--- config.mk ---
export PLATFORM = sky130hd
export DESIGN_NAME = mem_port_arbiter_flat
export DESIGN_NICKNAME = d
export VERILOG_FILES = /design/src/rtl/mem_port_arbiter_pkg.sv /design/src/rtl/mem_port_arbiter_if.sv /design/src/rtl/mem_port_arbiter_prio_pick.sv /design/src/rtl/mem_port_arbiter.sv /design/src/flat_wrapper.sv
export SDC_FILE = /design/constraint.sdc
export NUM_CORES = 1
export LEC_CHECK = 0
export CAP_MARGIN = 0
export CORE_MARGIN = 1
export CORE_UTILIZATION = 30
export DETAILED_ROUTE_END_ITERATION = 8
export DONT_BUFFER_PORTS = 1
export SLEW_MARGIN = 20
export SYNTH_ARGS = -nofsm -noshare
export SYNTH_HDL_FRONTEND = slang
export SYNTH_HIERARCHICAL = 1
export SYNTH_SLANG_ARGS = --single-unit
--- constraint.sdc ---
create_clock -name clk -period 4.12 [get_ports clk]
set_input_delay 0.206 -clock clk [delete_from_list [all_inputs] [get_ports clk]]
set_output_delay 0.206 -clock clk [all_outputs]
set_load 0.02 [all_outputs]
--- src/rtl/mem_port_arbiter_pkg.sv ---
`default_nettype none
// ============================================================================
//  Module   : mem_port_arbiter_pkg
//  Brief    : Shared types for the instruction/data memory port arbiter:
//             one-hot FSM state encoding and port owner encoding.
//  Revision : 1.0 - initial release
// ============================================================================
package mem_port_arbiter_pkg;

    // Width of the streak counter; MAX_STREAK is limited to 1..15.
    localparam int unsigned c_STREAK_W = 4;

    // One-hot FSM states, 6 bits wide.
    typedef enum logic [5:0] {
        ST_IDLE  = 6'b000001,
        ST_I_REQ = 6'b000010,
        ST_I_RSP = 6'b000100,
        ST_D_WR  = 6'b001000,
        ST_D_RD  = 6'b010000,
        ST_D_RSP = 6'b100000
    } state_t;

    // Which requester owns the downstream port.
    typedef enum logic {
        OWN_I = 1'b0,
        OWN_D = 1'b1
    } owner_t;

endpackage : mem_port_arbiter_pkg
`default_nettype wire

--- src/rtl/mem_port_arbiter_if.sv ---
`default_nettype none
// ============================================================================
//  Module   : mem_port_arbiter_if
//  Brief    : Instruction, data and downstream memory channels plus the
//             performance counters of the memory port arbiter. The master
//             modport is the arbiter's view; slave is the surroundings.
//  Revision : 1.0 - initial release
// ============================================================================
interface mem_port_arbiter_if;
    // Instruction fetch channel
    logic [31:0] i_req_addr;
    logic        i_req_valid;
    logic        i_req_ready;
    logic [31:0] i_rdata;
    logic        i_rvalid;
    logic        i_rready;
    // Data channel
    logic [31:0] d_addr;
    logic        d_wen;
    logic        d_ren;
    logic [31:0] d_wdata;
    logic [3:0]  d_wstrb;
    logic        d_req_ready;
    logic [31:0] d_rdata;
    logic        d_rvalid;
    logic        d_rready;
    // Downstream memory port
    logic [31:0] m_addr;
    logic        m_wen;
    logic        m_ren;
    logic [31:0] m_wdata;
    logic [3:0]  m_wstrb;
    logic        m_req_ready;
    logic [31:0] m_rdata;
    logic        m_rvalid;
    logic        m_rready;
    // Performance counters
    logic [31:0] cnt_i_grant;
    logic [31:0] cnt_d_grant;
    logic [31:0] cnt_stall;

    modport master (
        input  i_req_addr, i_req_valid, i_rready,
        input  d_addr, d_wen, d_ren, d_wdata, d_wstrb, d_rready,
        input  m_req_ready, m_rdata, m_rvalid,
        output i_req_ready, i_rdata, i_rvalid,
        output d_req_ready, d_rdata, d_rvalid,
        output m_addr, m_wen, m_ren, m_wdata, m_wstrb, m_rready,
        output cnt_i_grant, cnt_d_grant, cnt_stall
    );

    modport slave (
        output i_req_addr, i_req_valid, i_rready,
        output d_addr, d_wen, d_ren, d_wdata, d_wstrb, d_rready,
        output m_req_ready, m_rdata, m_rvalid,
        input  i_req_ready, i_rdata, i_rvalid,
        input  d_req_ready, d_rdata, d_rvalid,
        input  m_addr, m_wen, m_ren, m_wdata, m_wstrb, m_rready,
        input  cnt_i_grant, cnt_d_grant, cnt_stall
    );
endinterface : mem_port_arbiter_if
`default_nettype wire

--- src/rtl/mem_port_arbiter_prio_pick.sv ---
`default_nettype none
// ============================================================================
//  Module   : arb_prio_pick
//  Brief    : Two-input fixed-priority pick with a fairness override: when
//             both sides request and the priority side has used up its
//             streak, the other side wins. Purely combinational.
//  Revision : 1.0 - initial release
// ============================================================================
module arb_prio_pick
    import mem_port_arbiter_pkg::*;
#(
    parameter int DATA_PRIO = 1
) (
    input  wire logic i_i_pend,
    input  wire logic i_d_pend,
    input  wire logic i_streak_full,
    output owner_t    o_owner,
    output logic      o_grant
);

    localparam logic c_PRIO_D = (DATA_PRIO != 0);

    // Pick the winner; a full streak flips the priority for this grant only.
    always_comb begin
        o_grant = i_i_pend | i_d_pend;
        o_owner = OWN_I;
        if (i_i_pend && i_d_pend) begin
            o_owner = (c_PRIO_D != i_streak_full) ? OWN_D : OWN_I;
        end else if (i_d_pend) begin
            o_owner = OWN_D;
        end
    end

endmodule : arb_prio_pick
`default_nettype wire

--- src/rtl/mem_port_arbiter.sv ---
`default_nettype none
// ============================================================================
//  Module   : mem_port_arbiter
//  Brief    : Shares one downstream memory port between the CPU instruction
//             and data channels. Grants one side at a time, holds the grant
//             until the transaction completes, routes read data back to the
//             owner and counts grants and stall cycles.
//  Revision : 1.0 - initial release
// ============================================================================
module mem_port_arbiter
    import mem_port_arbiter_pkg::*;
#(
    parameter int DATA_PRIO  = 1,
    parameter int MAX_STREAK = 4
) (
    input  wire logic          clk,
    input  wire logic          rst,
    mem_port_arbiter_if.master bus
);

    localparam logic [c_STREAK_W-1:0] c_MAX_STREAK = c_STREAK_W'(MAX_STREAK);
    localparam owner_t                c_PRIO_OWNER = (DATA_PRIO != 0) ? OWN_D : OWN_I;

    state_t                r_state;
    state_t                w_state_nxt;
    logic [c_STREAK_W-1:0] r_streak;
    logic [c_STREAK_W-1:0] w_streak_nxt;
    logic [31:0]           r_cnt_i;
    logic [31:0]           r_cnt_d;
    logic [31:0]           r_cnt_stall;

    logic   w_i_pend;
    logic   w_d_pend;
    logic   w_streak_full;
    logic   w_pick_grant;
    owner_t w_pick_owner;
    logic   w_take_i;
    logic   w_take_d;
    logic   w_d_owns;
    logic   w_stall;

    assign w_i_pend      = bus.i_req_valid;
    assign w_d_pend      = bus.d_wen | bus.d_ren;
    assign w_streak_full = (r_streak == c_MAX_STREAK);

    arb_prio_pick #(
        .DATA_PRIO (DATA_PRIO)
    ) u_pick (
        .i_i_pend      (w_i_pend),
        .i_d_pend      (w_d_pend),
        .i_streak_full (w_streak_full),
        .o_owner       (w_pick_owner),
        .o_grant       (w_pick_grant)
    );

    // Owner is implied by the registered state, so the m_* muxes never see request valids.
    assign w_d_owns = (r_state == ST_D_WR) || (r_state == ST_D_RD) || (r_state == ST_D_RSP);
    assign w_stall  = (r_state != ST_IDLE) && (w_d_owns ? w_i_pend : w_d_pend);

    // State and streak registers.
    always_ff @(posedge clk or posedge rst) begin
        if (rst) begin
            r_state  <= ST_IDLE;
            r_streak <= '0;
        end else begin
            r_state  <= w_state_nxt;
            r_streak <= w_streak_nxt;
        end
    end

    // Next-state logic and per-state routing between requesters and the memory port.
    always_comb begin
        w_state_nxt     = r_state;
        w_streak_nxt    = r_streak;
        w_take_i        = 1'b0;
        w_take_d        = 1'b0;
        bus.i_req_ready = 1'b0;
        bus.i_rdata     = '0;
        bus.i_rvalid    = 1'b0;
        bus.d_req_ready = 1'b0;
        bus.d_rdata     = '0;
        bus.d_rvalid    = 1'b0;
        bus.m_addr      = '0;
        bus.m_wen       = 1'b0;
        bus.m_ren       = 1'b0;
        bus.m_wdata     = '0;
        bus.m_wstrb     = '0;
        bus.m_rready    = 1'b0;
        case (r_state)
            ST_IDLE: begin
                if (w_pick_grant) begin
                    if (w_pick_owner == OWN_D) begin
                        w_take_d    = 1'b1;
                        w_state_nxt = bus.d_wen ? ST_D_WR : ST_D_RD;
                    end else begin
                        w_take_i    = 1'b1;
                        w_state_nxt = ST_I_REQ;
                    end
                    // Streak grows only when the priority side beats a waiting rival.
                    if (w_i_pend && w_d_pend && (w_pick_owner == c_PRIO_OWNER)) begin
                        w_streak_nxt = w_streak_full ? r_streak : r_streak + 1'b1;
                    end else begin
                        w_streak_nxt = '0;
                    end
                end
            end
            ST_I_REQ: begin
                bus.m_ren       = 1'b1;
                bus.m_addr      = bus.i_req_addr;
                bus.i_req_ready = bus.m_req_ready;
                if (bus.m_req_ready) w_state_nxt = ST_I_RSP;
            end
            ST_I_RSP: begin
                bus.i_rvalid = bus.m_rvalid;
                bus.i_rdata  = bus.m_rdata;
                bus.m_rready = bus.i_rready;
                if (bus.m_rvalid && bus.i_rready) w_state_nxt = ST_IDLE;
            end
            ST_D_WR: begin
                bus.m_wen       = 1'b1;
                bus.m_addr      = bus.d_addr;
                bus.m_wdata     = bus.d_wdata;
                bus.m_wstrb     = bus.d_wstrb;
                bus.d_req_ready = bus.m_req_ready;
                if (bus.m_req_ready) w_state_nxt = ST_IDLE;
            end
            ST_D_RD: begin
                bus.m_ren       = 1'b1;
                bus.m_addr      = bus.d_addr;
                bus.d_req_ready = bus.m_req_ready;
                if (bus.m_req_ready) w_state_nxt = ST_D_RSP;
            end
            ST_D_RSP: begin
                bus.d_rvalid = bus.m_rvalid;
                bus.d_rdata  = bus.m_rdata;
                bus.m_rready = bus.d_rready;
                if (bus.m_rvalid && bus.d_rready) w_state_nxt = ST_IDLE;
            end
            default: w_state_nxt = ST_IDLE;
        endcase
    end

    // Grant and stall performance counters, free-running modulo 2^32.
    always_ff @(posedge clk or posedge rst) begin
        if (rst) begin
            r_cnt_i     <= '0;
            r_cnt_d     <= '0;
            r_cnt_stall <= '0;
        end else begin
            if (w_take_i) r_cnt_i     <= r_cnt_i + 32'd1;
            if (w_take_d) r_cnt_d     <= r_cnt_d + 32'd1;
            if (w_stall)  r_cnt_stall <= r_cnt_stall + 32'd1;
        end
    end

    assign bus.cnt_i_grant = r_cnt_i;
    assign bus.cnt_d_grant = r_cnt_d;
    assign bus.cnt_stall   = r_cnt_stall;

endmodule : mem_port_arbiter
`default_nettype wire
--- src/flat_wrapper.sv ---
// flat-port wrapper written by rule: the top's interface ports become plain ports
module mem_port_arbiter_flat import mem_port_arbiter_pkg::*;
#(
    parameter int DATA_PRIO  = 1,
    parameter int MAX_STREAK = 4
)
  (clk, rst, bus_i_req_addr, bus_i_req_valid, bus_i_rready, bus_d_addr, bus_d_wen, bus_d_ren, bus_d_wdata, bus_d_wstrb, bus_d_rready, bus_m_req_ready, bus_m_rdata, bus_m_rvalid, bus_i_req_ready, bus_i_rdata, bus_i_rvalid, bus_d_req_ready, bus_d_rdata, bus_d_rvalid, bus_m_addr, bus_m_wen, bus_m_ren, bus_m_wdata, bus_m_wstrb, bus_m_rready, bus_cnt_i_grant, bus_cnt_d_grant, bus_cnt_stall);
  mem_port_arbiter_if bus_i ();
  input  wire logic clk;
  input  wire logic rst;
  input wire logic [$bits(bus_i.i_req_addr)-1:0] bus_i_req_addr;
  input wire logic [$bits(bus_i.i_req_valid)-1:0] bus_i_req_valid;
  input wire logic [$bits(bus_i.i_rready)-1:0] bus_i_rready;
  input wire logic [$bits(bus_i.d_addr)-1:0] bus_d_addr;
  input wire logic [$bits(bus_i.d_wen)-1:0] bus_d_wen;
  input wire logic [$bits(bus_i.d_ren)-1:0] bus_d_ren;
  input wire logic [$bits(bus_i.d_wdata)-1:0] bus_d_wdata;
  input wire logic [$bits(bus_i.d_wstrb)-1:0] bus_d_wstrb;
  input wire logic [$bits(bus_i.d_rready)-1:0] bus_d_rready;
  input wire logic [$bits(bus_i.m_req_ready)-1:0] bus_m_req_ready;
  input wire logic [$bits(bus_i.m_rdata)-1:0] bus_m_rdata;
  input wire logic [$bits(bus_i.m_rvalid)-1:0] bus_m_rvalid;
  output wire logic [$bits(bus_i.i_req_ready)-1:0] bus_i_req_ready;
  output wire logic [$bits(bus_i.i_rdata)-1:0] bus_i_rdata;
  output wire logic [$bits(bus_i.i_rvalid)-1:0] bus_i_rvalid;
  output wire logic [$bits(bus_i.d_req_ready)-1:0] bus_d_req_ready;
  output wire logic [$bits(bus_i.d_rdata)-1:0] bus_d_rdata;
  output wire logic [$bits(bus_i.d_rvalid)-1:0] bus_d_rvalid;
  output wire logic [$bits(bus_i.m_addr)-1:0] bus_m_addr;
  output wire logic [$bits(bus_i.m_wen)-1:0] bus_m_wen;
  output wire logic [$bits(bus_i.m_ren)-1:0] bus_m_ren;
  output wire logic [$bits(bus_i.m_wdata)-1:0] bus_m_wdata;
  output wire logic [$bits(bus_i.m_wstrb)-1:0] bus_m_wstrb;
  output wire logic [$bits(bus_i.m_rready)-1:0] bus_m_rready;
  output wire logic [$bits(bus_i.cnt_i_grant)-1:0] bus_cnt_i_grant;
  output wire logic [$bits(bus_i.cnt_d_grant)-1:0] bus_cnt_d_grant;
  output wire logic [$bits(bus_i.cnt_stall)-1:0] bus_cnt_stall;
  assign bus_i.i_req_addr = bus_i_req_addr;
  assign bus_i.i_req_valid = bus_i_req_valid;
  assign bus_i.i_rready = bus_i_rready;
  assign bus_i.d_addr = bus_d_addr;
  assign bus_i.d_wen = bus_d_wen;
  assign bus_i.d_ren = bus_d_ren;
  assign bus_i.d_wdata = bus_d_wdata;
  assign bus_i.d_wstrb = bus_d_wstrb;
  assign bus_i.d_rready = bus_d_rready;
  assign bus_i.m_req_ready = bus_m_req_ready;
  assign bus_i.m_rdata = bus_m_rdata;
  assign bus_i.m_rvalid = bus_m_rvalid;
  assign bus_i_req_ready = bus_i.i_req_ready;
  assign bus_i_rdata = bus_i.i_rdata;
  assign bus_i_rvalid = bus_i.i_rvalid;
  assign bus_d_req_ready = bus_i.d_req_ready;
  assign bus_d_rdata = bus_i.d_rdata;
  assign bus_d_rvalid = bus_i.d_rvalid;
  assign bus_m_addr = bus_i.m_addr;
  assign bus_m_wen = bus_i.m_wen;
  assign bus_m_ren = bus_i.m_ren;
  assign bus_m_wdata = bus_i.m_wdata;
  assign bus_m_wstrb = bus_i.m_wstrb;
  assign bus_m_rready = bus_i.m_rready;
  assign bus_cnt_i_grant = bus_i.cnt_i_grant;
  assign bus_cnt_d_grant = bus_i.cnt_d_grant;
  assign bus_cnt_stall = bus_i.cnt_stall;
  mem_port_arbiter #(.DATA_PRIO(DATA_PRIO), .MAX_STREAK(MAX_STREAK)) u_core (.clk(clk), .rst(rst), .bus(bus_i));
endmodule
Word-level counts from Yosys, hierarchy flattened
Cells that the tools add are included.
{"block": "op_classes", "muxes": 33, "eq_ne": 15, "reduce_logical": 11, "bitwise": 2, "add_sub_neg": 4}
{"op": "$add A32 B1 Y32 const B", "n": 3}
{"op": "$mux W32", "n": 3}
{"op": "$pmux W32 S2", "n": 1}
{"op": "$mux W6", "n": 7}
{"op": "$pmux W6 S6", "n": 1}
{"op": "$mux W1", "n": 16}
{"op": "$mux W4", "n": 3}
{"op": "$ne A2 B2 Y1 const B", "n": 6}
{"op": "$eq A6 B1 Y1 const B", "n": 1}
{"op": "$eq A6 B2 Y1 const B", "n": 1}
{"op": "$eq A6 B3 Y1 const B", "n": 1}
{"op": "$eq A6 B4 Y1 const B", "n": 1}
{"op": "$eq A6 B5 Y1 const B", "n": 1}
{"op": "$eq A6 B6 Y1 const B", "n": 1}
{"op": "$ne A6 B1 Y1 const B", "n": 1}
{"op": "$reduce_and A6 Y1", "n": 1}
{"op": "$logic_and A1 B1 Y1", "n": 5}
{"op": "$mux W5", "n": 1}
{"op": "$add A4 B1 Y4 const B", "n": 1}
{"op": "$eq A4 B3 Y1 const B", "n": 1}
{"op": "$reduce_or A2 Y1", "n": 2}
{"op": "$reduce_and A3 Y1", "n": 1}
{"op": "$logic_or A1 B1 Y1", "n": 2}
{"op": "$ne A2 B1 Y1 const B", "n": 1}
{"op": "2 further kinds", "n": 3}
{"block": "totals", "output_inout_bits": 235, "reg_bits": 106}

Longest topological paths before layout
{"block": "logic_depth", "depth_word": 6, "depth_mapped": 10, "depth_no_buf": 9}

Cells and area by module
Netlist, hierarchy kept.
{"module": "mem_port_arbiter", "area_each_um2": 6084.6, "instances": 1, "cells_per_inst": 635}
{"module": "arb_prio_pick", "area_each_um2": 13.8, "instances": 1, "cells_per_inst": 2}

Worst setup path after synthesis
OpenSTA, ideal clock, no wires.
{"block": "synth_path", "kind": "flip-flop to flip-flop", "startpoint": "reg u_core.r_streak[0]", "endpoint": "reg u_core.r_cnt_d[31], in the netlist u_core/bus.cnt_d_grant[31]", "path_slack_ns": 1.761, "arrival_time_ns": 2.280, "setup_time_ns": 0.079, "stages_incl_launch_ff": 11, "required_ns": 4.041, "path_cell_list": "dfrtp_1 inv_1 ha_1 nand3b_1 inv_1 a21boi_1 nand3_4 or3_1 buf_6 nor4_4 xor2_1"}
{"block": "synth_between", "elab_chain_cells": 6}
{"item": "from (decl)", "line": "mem_port_arbiter.sv:26", "source": "logic [c_STREAK_W-1:0] r_streak;"}
{"item": "from (signal assigned)", "line": "mem_port_arbiter.sv:67", "source": "r_streak <= w_streak_nxt;"}
{"item": "$eq A4 B3 Y1", "line": "mem_port_arbiter.sv:44", "source": "assign w_streak_full = (r_streak == c_MAX_STREAK);"}
{"item": "named net u_core.w_streak_full", "line": "mem_port_arbiter.sv:34", "source": "logic w_streak_full;"}
{"item": "$mux W1", "line": "mem_port_arbiter_prio_pick.sv:28", "source": "o_owner = (c_PRIO_D != i_streak_full) ? OWN_D : OWN_I;"}
{"item": "$mux W1", "line": "mem_port_arbiter_prio_pick.sv:27", "source": "if (i_i_pend && i_d_pend) begin"}
{"item": "named net u_core.w_pick_owner", "line": "mem_port_arbiter.sv:36", "source": "owner_t w_pick_owner;"}
{"item": "$mux W1", "line": "mem_port_arbiter.sv:92", "source": "if (w_pick_owner == OWN_D) begin"}
{"item": "$mux W1", "line": "mem_port_arbiter.sv:91", "source": "if (w_pick_grant) begin"}
{"item": "$mux W1", "line": "mem_port_arbiter.sv:89", "source": "case (r_state)"}
{"item": "to (signal assigned)", "line": "mem_port_arbiter.sv:151", "source": "if (w_take_d) r_cnt_d <= r_cnt_d + 32'd1;"}
{"item": "to (decl)", "line": "mem_port_arbiter.sv:29", "source": "logic [31:0] r_cnt_d;"}
The timed path passes the listed nets, and every way through them passes these cells.
A chain may end at the register's enable or synchronous reset.

Worst setup path after layout
{"block": "layout_path", "startpoint": "reg u_core.r_state[3]", "endpoint": "out bus_i_req_ready"}
{"block": "layout_between", "elab_chain_cells": 2}
{"item": "from (decl)", "line": "mem_port_arbiter.sv:24", "source": "state_t r_state;"}
{"item": "from (signal assigned)", "line": "mem_port_arbiter.sv:66", "source": "r_state <= w_state_nxt;"}
{"item": "$eq A6 B2 Y1", "line": "mem_port_arbiter.sv:89"}
{"item": "$mux W1", "line": "mem_port_arbiter.sv:89"}
{"item": "to (decl)", "line": "flat_wrapper.sv:23", "source": "output wire logic [$bits(bus_i.i_req_ready)-1:0] bus_i_req_ready;"}
No other way between the ends.

==> metrics.md <==
| Metric | Value |
|---|---|
| Top cells by area, synth | `dfrtp_1, and2_1, xor2_1` |
| Status | `complete, no violations` |
| Place WS | `roughly 1400 ps` |
| Prevailing post-synth register cell | `dfrtp_1` |
| Hold Violations, Final | `0` |
| Met2 usage | `between 30% and 40%` |
| Antenna violations before repair | `12` |
| Post-route DRC violation count | `0` |
| Register bit count reported by yosys | `between 100 and 150` |
| Lkg Pwr | `between 3 and 4 nW` |
| Row cnt | `between 50 and 60` |
| Clock root buffer | `clkbuf_16` |
| NumNets Final | `around 770` |
| CTS tree | `done` |
| Total core area | `between 0.015 and 0.02 mm²` |
| CTS Buf Count | `9` |
| Pwr per Cell Area | `511 mW/mm²` |
| Multiplexer area fraction after synthesis | `less than 1%` |
| Initial Utilization | `a little under a third` |
| Final GP Congestion | `between 1 and 1.5` |
| Peak VDD IR | `roughly 0.26 mV` |
| Crit Path Class | `reg -> out` |
| Port Buffers | `0` |
| Syn Area/Cell | `around 9.6 µm²` |
| Maxcap violations | `0` |
| CP required | `around 3900 ps` |
| Synth cell types | `50` |
| Die width | `roughly 140 µm` |
| Register area share after synthesis | `43.5%` |
| First-pass GRT wire length | `just over 30 mm` |
| Maximum number of pins on one net before global-route repair | `84` |
| Setup bufs post-CTS | `0` |
| Max Clock Skew | `about 11 ps` |
| Number of H-tree levels | `3` |
| TNS Setup | `0 ps` |
| Yosys top cell area share | `43.1%` |
| Layout cells sized above 1 | `6.98%` |
| Area share of and/or/nand/nor cells after synthesis | `a little under a third` |
| Post-Syn Area | `roughly 0.006 mm²` |
| RSZ-0062 raised after global routing | `false` |
| Vias in the first global route | `~4500` |
| Worst Path Arrival | `~2700 ps` |
| Final WS setup | `1260 ps` |
| Startpoint types | `flop` |
| Slew at the pin with the worst max-slew slack | `between 700 and 800 ps` |
| Die Area | `0.0209 mm²` |
| Crit path capture type | `output pin` |
| Ports | `between 300 and 400` |
| Fmax | `between 0.3 and 0.4 GHz` |
| Slew margin rel. | `between 50% and 60%` |
| Tmin final | `~2900 ps` |
| Tot GR Track Use | `20.5%` |
| Largest area contributor in the netlist | `dfrtp_1` |
| Commonest non-fill, non-tap cell in the layout | `dfrtp_1` |
| Worst-path clk slew | `approximately 60 ps` |
| Met3 Resource Use GR | `around 12%` |
| Synth Area in XOR/XNOR | `between 10% and 20%` |
| Syn nets | `783` |
| Later-pin clock latency in the skew report | `350 ps` |
| Synth warn | `6` |
| Most frequent cells in the layout | `dfrtp_1, and2_1, and3_1, xor2_1, nand2_1` |
| Final period utilization | `between 60% and 70%` |
| Critical path peak fanout | `34` |
| Die height | `between 100 and 150 µm` |
| Final WL | `21.7 mm` |
| Estimated wirelength of the detail-placed design | `17.5 mm` |
| Vias/cell | `approximately 5.4` |
| Grt ovf | `0` |
| GR Util met1 | `approximately 26%` |
| Largest family of logic cells by synthesized area | `simple AND/OR/NAND/NOR gates` |
| Max-slew violations | `0` |
| Hold Path Class | `in -> reg` |
| Post-synth EDFFs | `0` |
| Clock Path Buffers | `2` |
| Syn Inst Count | `between 600 and 700` |
| Vias | `slightly below 5000` |
| First drt pass iteration count | `5` |
| TritonCTS Sinks | `106` |
| Initial detailed-routing violation count | `209` |
| Final setup viols | `0` |
| Asr flop ratio synth | `100%` |
| Syn-to-layout area delta | `10.0%` |
| Detail Route Antenna Nets | `0` |
| Synth Area in Compound Gates | `7.35%` |
| Drt wl/cell | `roughly 24 µm` |
| Post-Synth Adder-Cell Area | `roughly 1%` |
| Busiest grt layer | `met2` |
-- cells by family after synthesis --
family | count (synthesis)
AOI/OAI and AO/OA | 55
xor gates and xnor gates | 94
adders and majority gates | 5
buffers and inverters | 48
DFF | 106
muxes | 3
and+or+nand+nor | 326
-- what timing repair did --
action / 4_1_cts / 5_1_grt
hold endpoints to repair: 2 / 81
hold buffers: 1 / 1
gates resized for setup: 0 / 0
-- state kept, by name, indices dropped and copies added, names as in the netlist --
register / cells
u_core/r_streak: 4
u_core/r_state: 6
u_core/bus.cnt_i_grant: 32
u_core/bus.cnt_stall: 32
u_core/bus.cnt_d_grant: 32
-- cell usage after synthesis, types with 2 or more instances --
| cell | number |
|---|---|
| nor2b_1 | 3 |
| nand2_1 | 49 |
| or2_2 | 3 |
| nor4_1 | 8 |
| clkbuf_1 | 26 |
| dfrtp_1 | 105 |
| ha_1 | 5 |
| and4_1 | 9 |
| o211a_1 | 2 |
| nand4_1 | 24 |
| nor2_1 | 32 |
| or3_1 | 2 |
| and3_1 | 50 |
| xnor2_1 | 44 |
| a22o_1 | 33 |
| o22ai_1 | 2 |
| nor4_4 | 3 |
| nor3b_2 | 2 |
| xor2_1 | 50 |
| o21ai_0 | 6 |
| mux2_2 | 3 |
| nand3_1 | 34 |
| and2_1 | 72 |
| nor3_1 | 25 |
| a21oi_1 | 3 |
| buf_4 | 2 |
| inv_1 | 17 |
-- worst paths after layout --
check / slack (ps) / endpoint / cells past startpoint / from
max in group asynchronous: 2780 / u_core/bus.cnt_d_grant[30] / 3 / rst
setup reg to reg: 1370 / u_core/bus.cnt_d_grant[15] / 9 / u_core/r_streak[0]
hold reg to reg: 540 / u_core/r_streak[3] / 2 / u_core/r_streak[3]
setup / recovery: 1260 / bus_i_req_ready / 5 / u_core/r_state[3]
min in group asynchronous: 500 / u_core/bus.cnt_i_grant[16] / 2 / rst
hold / removal: 20 / u_core/r_state[3] / 2 / bus_d_wen
-- final cells by class --
type | instances | area [µm²]
clock inverters | 5 | 61.3
diodes | 5 | 12.5
fillers | 2014 | 13000
flip-flops and latches | 106 | 2650
well taps | 265 | 332
multi-input cells | 483 | 3270
clock buffers | 10 | 239
repair buffers | 9 | 72.6
inverters | 17 | 68.8
-- per-stage QoR --
| stage | instances | hold slack (ps) | util, % | power (mW) | area (µm²) |
|---|---|---|---|---|---|
| floorplan | 637 | 295 | - | 2.29 | 6100 |
| global placement | 878 | 322 | 32.3 | 2.56 | 6370 |
| detailed placement | 878 | 309 | 32.3 | 2.55 | 6370 |
| CTS | 894 | 14.6 | 33.9 | 3.44 | 6680 |
| global route | 895 | 20.8 | 34.0 | 3.62 | 6700 |
| finish | 900 | 22.2 | 34.0 | 3.43 | 6710 |
-- report_power, final --
group | internal (mW) | switching [mW]
sequential | 1.15 | 0.273
combinational | 0.337 | 0.788
clock | 0.489 | 0.394
-- critical path, stage by stage (launching register included) --
cell and delay (ps):
dfrtp_1 460, or4_4 610, nor3b_4 190, buf_4 360
inv_1 190, nor2_1 500
-- layer usage --
metal / up-vias / share of wire [%]
met4: 8 / 0.72
met3: 17 / 15
met5: - / 0.25
li1: 2211 / -
met2: 247 / 44
met1: 2396 / 40
Note: power is estimated with default switching activity, not from simulation.
